**config.mk**
```make
export PLATFORM = sky130hd
export DESIGN_NAME = fpga_ser_gearbox
export DESIGN_NICKNAME = d
export VERILOG_FILES = /design/src/rtl/fpga_ser_gearbox.sv
export SDC_FILE = /design/constraint.sdc
export NUM_CORES = 1
export LEC_CHECK = 0
export BUFFER_PORTS_ARGS = -buffer_cell sky130_fd_sc_hd__buf_2
export CAP_MARGIN = 10
export CORE_MARGIN = 2
export CORE_UTILIZATION = 25
export CTS_BUF_LIST = sky130_fd_sc_hd__clkbuf_8
export DETAILED_ROUTE_END_ITERATION = 8
export PLACE_DENSITY = 0.47
export SLEW_MARGIN = 15
export SYNTH_ARGS = -nofsm -noshare
export SYNTH_HDL_FRONTEND = slang
export SYNTH_SLANG_ARGS = --single-unit
```
**constraint.sdc**
```tcl
create_clock -name clk -period 1.85 [get_ports clk]
set_input_delay 0.37 -clock clk [delete_from_list [all_inputs] [get_ports clk]]
set_output_delay 0.37 -clock clk [all_outputs]
set_load 0.05 [all_outputs]
```
**src/rtl/fpga_ser_gearbox.sv**
```systemverilog
// Parallel-to-serial gearbox: each DATA_W-bit word per lane leaves as DATA_W/OUT_W slices,
// with a one-word holding register, idle-word insertion, alignment marker and underrun pulse.
`timescale 1ns/1ps
module fpga_ser_gearbox #(
  parameter int              DATA_W    = 10,
  parameter int              OUT_W     = 2,
  parameter int              LANES     = 1,
  parameter bit              LSB_FIRST = 1'b1,
  parameter logic [DATA_W-1:0] IDLE_WORD = {DATA_W{1'b0}}
) (
  input  logic                     clk,
  input  logic                     arst_n,
  input  logic                     en,
  input  logic                     in_valid,
  output logic                     in_ready,
  input  logic [LANES*DATA_W-1:0]  in_data,
  output logic [LANES*OUT_W-1:0]   out_data,
  output logic                     out_first,
  output logic                     out_idle,
  output logic                     underrun
);

  localparam int R  = DATA_W / OUT_W;
  localparam int CW = (R > 1) ? $clog2(R) : 1;
  localparam logic [CW-1:0] LAST = CW'(R - 1);
  localparam logic [LANES*DATA_W-1:0] IDLE_ALL = {LANES{IDLE_WORD}};

  logic [LANES*DATA_W-1:0] sh_reg;
  logic [LANES*DATA_W-1:0] hold_reg;
  logic [CW-1:0]           cnt_reg;
  logic                    hold_vld_reg;
  logic                    seen_reg;
  logic                    idle_reg;
  logic                    underrun_reg;
  logic                    ld;
  logic                    accept;

  assign ld       = (cnt_reg == LAST);
  // Gated by arst_n so the block never advertises space while held in reset.
  assign in_ready = arst_n & en & (~hold_vld_reg | ld);
  assign accept   = in_valid & in_ready;

  assign out_first = (cnt_reg == '0);
  assign out_idle  = idle_reg;
  assign underrun  = underrun_reg;

  // Slot decode: slices are pre-split at fixed offsets, then selected by the slot counter.
  generate
    for (genvar gi = 0; gi < LANES; gi++) begin : g_lane
      logic [OUT_W-1:0] slc [R];
      for (genvar gj = 0; gj < R; gj++) begin : g_slot
        if (LSB_FIRST) begin : g_lsb
          assign slc[gj] = sh_reg[gi*DATA_W + gj*OUT_W +: OUT_W];
        end else begin : g_msb
          assign slc[gj] = sh_reg[gi*DATA_W + DATA_W - 1 - gj*OUT_W -: OUT_W];
        end
      end
      assign out_data[gi*OUT_W +: OUT_W] = slc[cnt_reg];
    end
  endgenerate

  always_ff @(posedge clk or negedge arst_n) begin
    if (!arst_n) begin
      sh_reg       <= IDLE_ALL;
      hold_reg     <= '0;
      cnt_reg      <= '0;
      hold_vld_reg <= 1'b0;
      seen_reg     <= 1'b0;
      idle_reg     <= 1'b1;
      underrun_reg <= 1'b0;
    end else if (!en) begin
      // Disable realigns to slot 0 of an idle word and drops any held word.
      sh_reg       <= IDLE_ALL;
      cnt_reg      <= '0;
      hold_vld_reg <= 1'b0;
      seen_reg     <= 1'b0;
      idle_reg     <= 1'b1;
      underrun_reg <= 1'b0;
    end else begin
      underrun_reg <= 1'b0;
      cnt_reg      <= ld ? '0 : cnt_reg + 1'b1;
      if (accept) begin
        seen_reg <= 1'b1;
      end
      if (ld) begin
        if (hold_vld_reg) begin
          sh_reg       <= hold_reg;
          idle_reg     <= 1'b0;
          hold_vld_reg <= accept;
          if (accept) begin
            hold_reg <= in_data;
          end
        end else if (accept) begin
          sh_reg   <= in_data;
          idle_reg <= 1'b0;
        end else begin
          sh_reg       <= IDLE_ALL;
          idle_reg     <= 1'b1;
          underrun_reg <= seen_reg;
        end
      end else if (accept) begin
        hold_reg     <= in_data;
        hold_vld_reg <= 1'b1;
      end
    end
  end

endmodule

```
Yosys cells after proc, flatten, opt, wreduce, memory -nomap -nowiden
Index checks and enable logic that the tools add are counted.
{"block": "classes", "n_shift": 0, "n_addsub": 1, "n_mux": 25, "n_reduce_logical": 2, "bitwise_logic": 6, "magnitude_cmp": 1, "n_div": 0, "multipliers": 0, "n_eq_ne": 5}
{"cell": "$mux 10", "count": 7}
{"cell": "$mux 1", "count": 13}
{"cell": "$bmux 2 s3", "count": 1}
{"cell": "$mux 3", "count": 2}
{"cell": "$ge 4x4->1 const B", "count": 1}
{"cell": "$mux 2", "count": 2}
{"cell": "$ne 2x1->1 const B", "count": 2}
{"cell": "$not 3->4", "count": 1}
{"cell": "$add 3x1->3 const B", "count": 1}
{"cell": "$and 1x1->1", "count": 3}
{"cell": "$eq 3x3->1 const B", "count": 1}
{"cell": "$logic_not 3->1", "count": 1}
{"cell": "$ne 3x1->1 const B", "count": 1}
{"cell": "$ne 2x2->1 const B", "count": 1}
{"cell": "$reduce_and 2->1", "count": 1}
{"cell": "$not 1->1", "count": 1}
{"cell": "$or 1x1->1", "count": 1}
{"block": "totals", "word_cells": 47, "reg_bits": 27, "out_inout_bits": 6, "ramBits": 0, "memories": 0, "inputBits": 14, "romBits": 0, "latchBits": 0}

Longest topological paths before layout
Gate-level depths: netlist of run 1.
{"block": "logic_depth", "ltp_word": 8, "depth_mapped": 7, "mapped_depth_nobuf": 5}

Least setup slack after synthesis of run 1
OpenSTA, ideal clock, no wires.
{"block": "synth_path", "kind": "reg-to-output", "start": "register cnt_reg[0]", "end": "output port out_data[0]", "t_required_ns": 1.480, "path_stages_with_launch": 5, "arrival_ns": 1.949, "setup_slack_ns": -0.469, "cell_sequence": "dfrtp_1 > buf_2 > mux4_2 > inv_1 > o21ai_0"}
{"block": "synth_via", "elab_chain_cells": 4}
{"element": "start, declared", "line": "30", "text": "logic [CW-1:0] cnt_reg;"}
{"element": "start signal, assigned", "line": "81", "text": "cnt_reg <= ld ? '0 : cnt_reg + 1'b1;"}
{"element": "$not 3->4 (not written as such)", "line": "58", "text": "assign out_data[gi*OUT_W +: OUT_W] = slc[cnt_reg];"}
{"element": "$bmux 2 s3", "line": "58"}
{"element": "$mux 2 (not written as such) (2 in a row)", "line": "58"}
{"element": "end, declared", "line": "17", "text": "output logic [LANES*OUT_W-1:0] out_data,"}
No other way between the ends. The select of a mux whose other input is x is not followed.

Final worst setup path of run 1
{"block": "layout_path", "start": "register cnt_reg[0]", "end": "output port out_data[1]"}
Same word-level chain as after synthesis.

==> out/qor.csv, run 1 <==
metric;value;unit
dr_total_vias;883;
drt_pass1_iterations;4;
dieArea;5560;sq um
layout_min_cycle_time;1.90;ns
drt.antenna.violating_nets;0;
worstSetupPathType;reg2out;
port_buffers;19;
slew_headroom;0.683;
multiInputGateArea;542;sq um
initial_core_util;0.262;
worstPathRequired;1.48;ns
die_width;74.6;um
fillers;501;
fin_nets;141;
grt-ovfl-total;0;
syn_nets;116;
mostFrequentLayoutCells;dfrtp_1, buf_2, and3_1, a221o_1, mux2_2;
syn_inst;100;
core_area;4750;sq um
numCtsBuffers;3;
hold_violations;0;
fin_crit_sh;1.03;
drive_above_1_share;0.419;
crit_slowest_cell;dfrtp_1;
status;finished, violations left;
ctsLongestPathBuffers;2;
path_cells;buf_6 > mux2i_1 > or3_1 > nand3_2 > buf_8;
layout_commonest_cell;dfrtp_1;
postCtsHoldBufs;0;
grt_antenna_before_repair;0;
grt_pass1_wl;4.20;mm
hold_class;in2async;
r2r-start;cnt_reg[1];
grt_pass1_vias;893;
syn_area_per_cell;12.4;sq um
synth_cell_types;29;
peakVddDrop;0.250;mV
start_kind;flop;
instances_no_fill;191;
max_freq;0.526;GHz
gp_congestion;0.756;
power;1.24;mW
p_per_area;809;nW/um^2
clk_latency;0.27;ns
stdcell_area;1540;sq um
drt_iter0_markers;47;
drc;0;
worstSetupStartpoint;cnt_reg[0];
syn_area;1240;sq um
cp_max_fo;4;
rsz0062_at_grt;yes;
power.leakage;0.740;nW
violations;negative setup slack;
die_h;74.6;um
std_cell_rows;25;
placed_area;1450;sq um
ys_seq_area_frac;0.544;
cts_tree;yes;
place.detailed.hpwl;1.86;mm
setup_viol;2;
ys_ff_latch;27;
dp.cells;186;
syn_to_final_growth;23.4;%
grt_max_degree;28;
maxSlewViolCount;0;
cts.sinks;27;
drv_cap;0;
max_stage_delay;0.43;ns
worst_pin_slew;0.474;ns
layout_setup_ws;-0.0514;ns
path_clk_slew;0.09;ns
end_kind;primary output;
diodes;0;
routed_via_density;4.62;
wl;2.58;mm
ff_latch_area;677;sq um
post_drt_wl_per_cell;13.5;um
h-tree-depth;1;
ios;20;
skew;0.00300;ns
grt_util_all_layers;0.0997;
cts_root_buf;clkbuf_8;
arrival;1.53;ns
yosysWarnings;0;
==> what timing repair did <==
item	in CTS	in global routing
endpoints found under the setup margin	3	4
setup buffers	1	0
cloned	0	0
pin swaps	3	0
resized for setup	10	1
==> cells in the mapped netlist, drive strengths merged <==
cell    instances  area [sq um]
and3           11          68.8
inv             3          11.3
clkbuf          2          7.51
a31o            1          8.76
nor2b           1          6.26
mux2           10           113
buf             3          23.8
and3b           1          8.76
xnor2           1          8.76
a221o          10           100
o21ai           2          10.0
mux2i           2          20.0
or3             2          12.5
a21boi          1          11.3
nor2            6          25.0
mux4            1          22.5
nand3           5          30.0
ha              2          25.0
dfstp           1          26.3
nor3            2          26.3
nand2           7          28.8
dfrtp          26           651
==> cell families (layout without fill, tap and decap cells) <==
family          Yosys count  after routing  share of synthesized area
simple gates             35             35                      0.166
flops                    27             27                      0.544
compound gates           14             14                      0.105
mux                      13             13                      0.125
buf+inv                   8             32                     0.0342
fa+ha+maj                 2              2                     0.0201
xor+xnor                  1              1                    0.00704
==> area by class of cell <==
cell class / count / share of cell area
repair buffers: 25 / 0.116
inverters: 3 / 0.00733
clock inverters: 1 / 0.00244
clock buffers: 3 / 0.0269
multi-input cells: 65 / 0.353
flip-flops and latches: 27 / 0.441
well taps: 67 / 0.0546
==> power by group <==
part	switching [mW]	total, mW	internal, mW
clock network	0.173	0.322	0.148
logic	0.110	0.214	0.104
registers	0.0455	0.707	0.661
total	0.329	1.24	0.913
==> critical path: cells and delay by family (launching register included) <==
| family | cells | cell delay (ns) |
|---|---|---|
| DFF | 1 | 0.43 |
| buffers and inverters | 2 | 0.30 |
| muxes | 1 | 0.11 |
| and+or+nand+nor | 2 | 0.43 |
==> per-layer routing <==
metal,share of wire,global-route usage,routed length (um),up-vias
met2,0.50,0.163,1300,18
li1,-,-,-,415
met1,0.46,0.132,1180,450
met5,0,0,0,-
met4,0,0.0298,0,0
met3,0.037,0.0230,96,0
==> stage by stage <==
stage | hold WS [ns] | worst slack [ns] | utilization | setup TNS [ns]
after floorplan | 0.0744 | 0.109 | - | 0
after global placement | 0.428 | 0.135 | 0.305 | 0
after detailed placement | 0.440 | 0.116 | 0.305 | 0
after CTS | 0.140 | -0.0525 | 0.323 | -0.0851
after global routing | 0.150 | -0.125 | 0.323 | -0.245
final | 0.126 | -0.0514 | 0.323 | -0.0695
==> path summary, 6_finish.rpt <==
path	end	slack [ns]	cells after the start
worst max-delay path	out_data[1]	-0.05	5
worst min-delay path	cnt_reg[2]	0.13	2
worst max register to register	sh_reg[0]	0.14	5
worst min register to register	out_idle	0.49	2
max in group asynchronous	out_idle	1.43	2
min in group clk	sh_reg[2]	0.34	2
No activity file was read; power rests on OpenSTA's default activity.
==> run 2, diff against run 1 <==
Settings changed: CTS_BUF_LIST sky130_fd_sc_hd__clkbuf_8 to not set.
==> out/qor.csv, run 2 (synthesis results as in run 1) <==
metric;value;unit;change
status;finished, violations left;;
violations;negative setup slack;;
crit_slowest_cell;dfrtp_1;;
start_kind;flop;;
fin_nets;141;;unchanged
worst_pin_slew;0.474;ns;+0.000000358 ns
slew_headroom;0.683;;unchanged
diodes;0;;unchanged
cts_tree;yes;;
cp_max_fo;4;;unchanged
max_stage_delay;0.43;ns;about the same
numCtsBuffers;3;;unchanged
worstPathRequired;1.48;ns;about the same
cts_root_buf;clkbuf_8;;
layout_min_cycle_time;1.90;ns;unchanged
post_drt_wl_per_cell;13.5;um;about the same
path_clk_slew;0.09;ns;about the same
dr_total_vias;883;;unchanged
core_area;4750;sq um;unchanged
grt_max_degree;28;;unchanged
syn_to_final_growth;23.4;%;unchanged
routed_via_density;4.62;;unchanged
std_cell_rows;25;;unchanged
fin_crit_sh;1.03;;unchanged
mostFrequentLayoutCells;dfrtp_1, buf_2, and3_1, a221o_1, mux2_2;;
initial_core_util;0.262;;unchanged
arrival;1.53;ns;about the same
final_core_util;0.323;;unchanged
setup_viol;2;;unchanged
power.leakage;0.736;nW;-0.56%
drt.antenna.violating_nets;0;;unchanged
layout_setup_ws;-0.0514;ns;unchanged
rsz0062_at_grt;yes;;
max_freq;0.526;GHz;unchanged
grt_pass1_wl;4.20;mm;unchanged
die_h;74.6;um;unchanged
die_width;74.6;um;unchanged
gp_congestion;0.756;;unchanged
whs;0.126;ns;unchanged
port_buffers;19;;unchanged
grt_util_all_layers;0.0997;;unchanged
drive_above_1_share;0.419;;unchanged
dieArea;5560;sq um;unchanged
grt_antenna_before_repair;0;;unchanged
h-tree-depth;1;;unchanged
clk_latency;0.27;ns;about the same
grt_pass1_vias;893;;unchanged
path_cells;buf_6 > mux2i_1 > or3_1 > nand3_2 > buf_8;;
place_ws;0.116;ns;unchanged
hold_violations;0;;unchanged
end_kind;primary output;;
peakVddDrop;0.250;mV;-0.21%
cts.sinks;27;;unchanged
p_per_area;812;nW/um^2;+0.40%
ios;20;;unchanged
maxSlewViolCount;0;;unchanged
hold_class;in2async;;
wl;2.58;mm;about the same
layout_commonest_cell;dfrtp_1;;
grt-ovfl-total;0;;unchanged
place.detailed.hpwl;1.86;mm;unchanged
drt_iter0_markers;46;;-2.1%
skew;0.00333;ns;+0.000330 ns
drv_cap;0;;unchanged
ctsLongestPathBuffers;2;;unchanged
worstSetupPathType;reg2out;;
instances_no_fill;191;;unchanged
fin_setup_tns;-0.0695;ns;unchanged
drc;0;;unchanged
dp.cells;186;;unchanged
rr_worst_depth;5;;unchanged
drt_pass1_iterations;4;;unchanged
-- run 2: final timing paths --
| path | slack, ns | end | start |
|---|---|---|---|
| worst max-delay path | -0.05 | out_data[1] | cnt_reg[0] |
| worst min register to register | 0.49 | out_idle | out_idle |
| max in group asynchronous | 1.42 | out_idle | arst_n |
| min in group clk | 0.34 | sh_reg[2] | in_data[2] |
| worst max register to register | 0.14 | sh_reg[0] | cnt_reg[1] |
| worst min-delay path | 0.13 | cnt_reg[2] | arst_n |
-- run 2: what timing repair did --
item,in CTS,in global routing
hold buffers,0,0
setup endpoints to repair,3,4
gates cloned,0,0
setup buffers,1,0
resized for setup,10,1
pin swaps,3,0
-- run 2: metrics by stage --
| step | cell area [sq um] | total power [mW] |
|---|---|---|
| floorplan | 1250 | 0.855 |
| global placement | 1450 | 0.917 |
| detailed placement | 1450 | 0.927 |
| CTS | 1530 | 1.27 |
| global route | 1540 | 1.32 |
| finish | 1540 | 1.25 |
-- run 2: where the power goes --
part	switching (mW)	internal (mW)	total (mW)
clock network	0.173	0.154	0.327
logic	0.110	0.104	0.214
registers	0.0455	0.661	0.707
-- run 2: layout make-up --
type	count	area, sq um
Tap cell	67	83.8
Multi-Input combinational cell	65	542
Fill cell	501	3220
Clock buffer	4	45.0
Timing Repair Buffer	25	178
Inverter	3	11.3
Sequential cell	27	677
-- run 2: per-layer routing --
layer / up-vias / routed length, um / share of wire / global-route usage
li1: 415 / - / - / -
met2: 18 / 1300 / 0.50 / 0.163
met3: 0 / 96 / 0.037 / 0.0230
met1: 450 / 1180 / 0.46 / 0.132
met5: - / 0 / 0 / 0
met4: 0 / 0 / 0 / 0.0298
-- run 2: critical path, delay by kind of cell, from the launching register on --
kind,cells,cell delay [ns]
buffers and inverters,2,0.30
flip-flops,1,0.43
multiplexers,1,0.11
AND/OR/NAND/NOR,2,0.43
==> run 3, diff against run 2 <==
Settings changed: CORE_ASPECT_RATIO set to 0.5, CORE_UTILIZATION 25 to 45, PLACE_DENSITY 0.47 to 0.65.
==> out/qor.csv, run 3 (synthesis results as in run 1) <==
metric;value;unit;change
maxSlewViolCount;0;;unchanged
dr_total_vias;882;;-0.11%
routed_via_density;5.41;;+17%
drt.antenna.violating_nets;0;;unchanged
layout_commonest_cell;dfrtp_1;;
place.detailed.hpwl;1.81;mm;-2.8%
mostFrequentLayoutCells;dfrtp_1, buf_2, and3_1, a221o_1, mux2_2;;
start_kind;flop;;
numCtsBuffers;3;;unchanged
grt_pass1_wl;4.15;mm;-1.3%
hold_class;in2async;;
worstPathRequired;1.48;ns;about the same
port_buffers;19;;unchanged
multiInputGateArea;552;sq um;+1.8%
grt_max_degree;18;;-36%
cts_root_buf;clkbuf_8;;
layout_min_cycle_time;1.91;ns;+0.00604 ns
layout_setup_ws;-0.0574;ns;-0.00604 ns
gp_congestion;0.760;;+0.61%
diodes;0;;unchanged
cts_tree;yes;;
grt_util_all_layers;0.182;;+0.0821
cts.sinks;27;;unchanged
status;finished, violations left;;
drt_pass1_iterations;4;;unchanged
fillers;216;;-57%
core_area;2620;sq um;-45%
drive_above_1_share;0.444;;+0.0251
post_drt_wl_per_cell;15.3;um;+14%
drv_cap;0;;unchanged
path_cells;buf_6 > mux2i_1 > or3_1 > nand3_2 > buf_8;;
violations;negative setup slack;;
drc;0;;unchanged
p_per_area;835;nW/um^2;+2.8%
max_freq;0.524;GHz;-0.32%
rsz0062_at_grt;yes;;
dieArea;3230;sq um;-42%
power.leakage;0.746;nW;+1.3%
crit_slowest_cell;dfrtp_2;;
clk_latency;0.28;ns;about the same
hold_violations;0;;unchanged
place_ws;0.0732;ns;-0.0428 ns
syn_to_final_growth;23.1;%;
die_h;41.2;um;-45%
fin_crit_sh;1.03;;+0.00326
grt-ovfl-total;0;;unchanged
grt_antenna_before_repair;0;;unchanged
post_cts_buffers;0;;-1
arrival;1.54;ns;about the same
wl;2.50;mm;-3.0%
whs;0.0879;ns;-0.0378 ns
max_stage_delay;0.46;ns;+0.03 ns
worstSetupPathType;reg2out;;
worstSetupStartpoint;cnt_reg[0];;
fin_setup_tns;-0.100;ns;-0.0309 ns
drt_iter0_markers;95;;+110%
ctsLongestPathBuffers;2;;unchanged
path_clk_slew;0.09;ns;about the same
postCtsHoldBufs;0;;unchanged
initial_core_util;0.475;;+0.214
setup_viol;2;;unchanged
fin_nets;143;;+1.4%
final_core_util;0.585;;+0.262
peakVddDrop;0.520;mV;+110%
cp_max_fo;5;;+1
r2r-start;cnt_reg[0];;
ios;20;;unchanged
skew;0.00468;ns;+0.00135 ns
worst_pin_slew;0.479;ns;+0.00473 ns
die_width;78.4;um;+5.1%
ff_latch_area;678;sq um;+0.18%
slew_headroom;0.680;;-0.00316
grt_pass1_vias;804;;-10%
stdcell_area;1530;sq um;-0.24%
end_kind;primary output;;
std_cell_rows;13;;-48%
h-tree-depth;1;;unchanged
placed_area;1440;sq um;-1.0%
==> run 3: changes by cell type in the layout (fill, tap and decap cells not counted), sizes merged <==
| cell | change |
|---|---|
| buf | +2 |
| clkbuf | -1 |
| clkinvlp | +1 |
==> run 3: repair_timing <==
item                                    4_1_cts  5_1_grt
resized for setup                            10        4
endpoints found under the setup margin        4       10
pin swaps                                     1        2
==> run 3: power by group <==
group | switching, mW | internal [mW] | total [mW] | leakage [nW]
combinational | 0.116 | 0.114 | 0.230 | 0.377
clock | 0.190 | 0.153 | 0.344 | 0.0217
sequential | 0.0442 | 0.662 | 0.706 | 0.347
total | 0.351 | 0.929 | 1.28 | 0.746
==> run 3: per-stage QoR <==
step / cells / power, mW
after floorplan: 100 / 0.855
after global placement: 159 / 0.927
after detailed placement: 159 / 0.932
after CTS: 163 / 1.28
after global routing: 163 / 1.35
final: 163 / 1.28
==> run 3: cell type report <==
type	count	area share
clock buffer	3	0.0269
clock inverter	1	0.00490
inverter	3	0.00735
tap	37	0.0302
sequential	27	0.442
multi-input combinational	65	0.360
timing repair buffer	27	0.128
==> run 3: worst max-delay path: cells and delay by family, from the launching register on <==
kind | cells | cell delay (ns)
DFF | 1 | 0.46
muxes | 1 | 0.11
buffers and inverters | 2 | 0.29
and+or+nand+nor | 2 | 0.41
==> run 3: layer usage <==
metal / wire length, um / GRT usage
met5: 0 / 0
met4: 14 / 0.0395
met3: 157 / 0.0595
met2: 1020 / 0.261
met1: 1310 / 0.268
==> run 3: path summary, 6_finish.rpt <==
kind                                to  slack, ns  cells past startpoint
max                        out_data[1]      -0.06                      5
min                        hold_reg[0]       0.09                      2
max reg2reg                hold_reg[7]       0.14                      6
min reg2reg                   out_idle       0.49                      2
max in group asynchronous     out_idle       1.52                      2
min in group clk           hold_reg[6]       0.33                      2
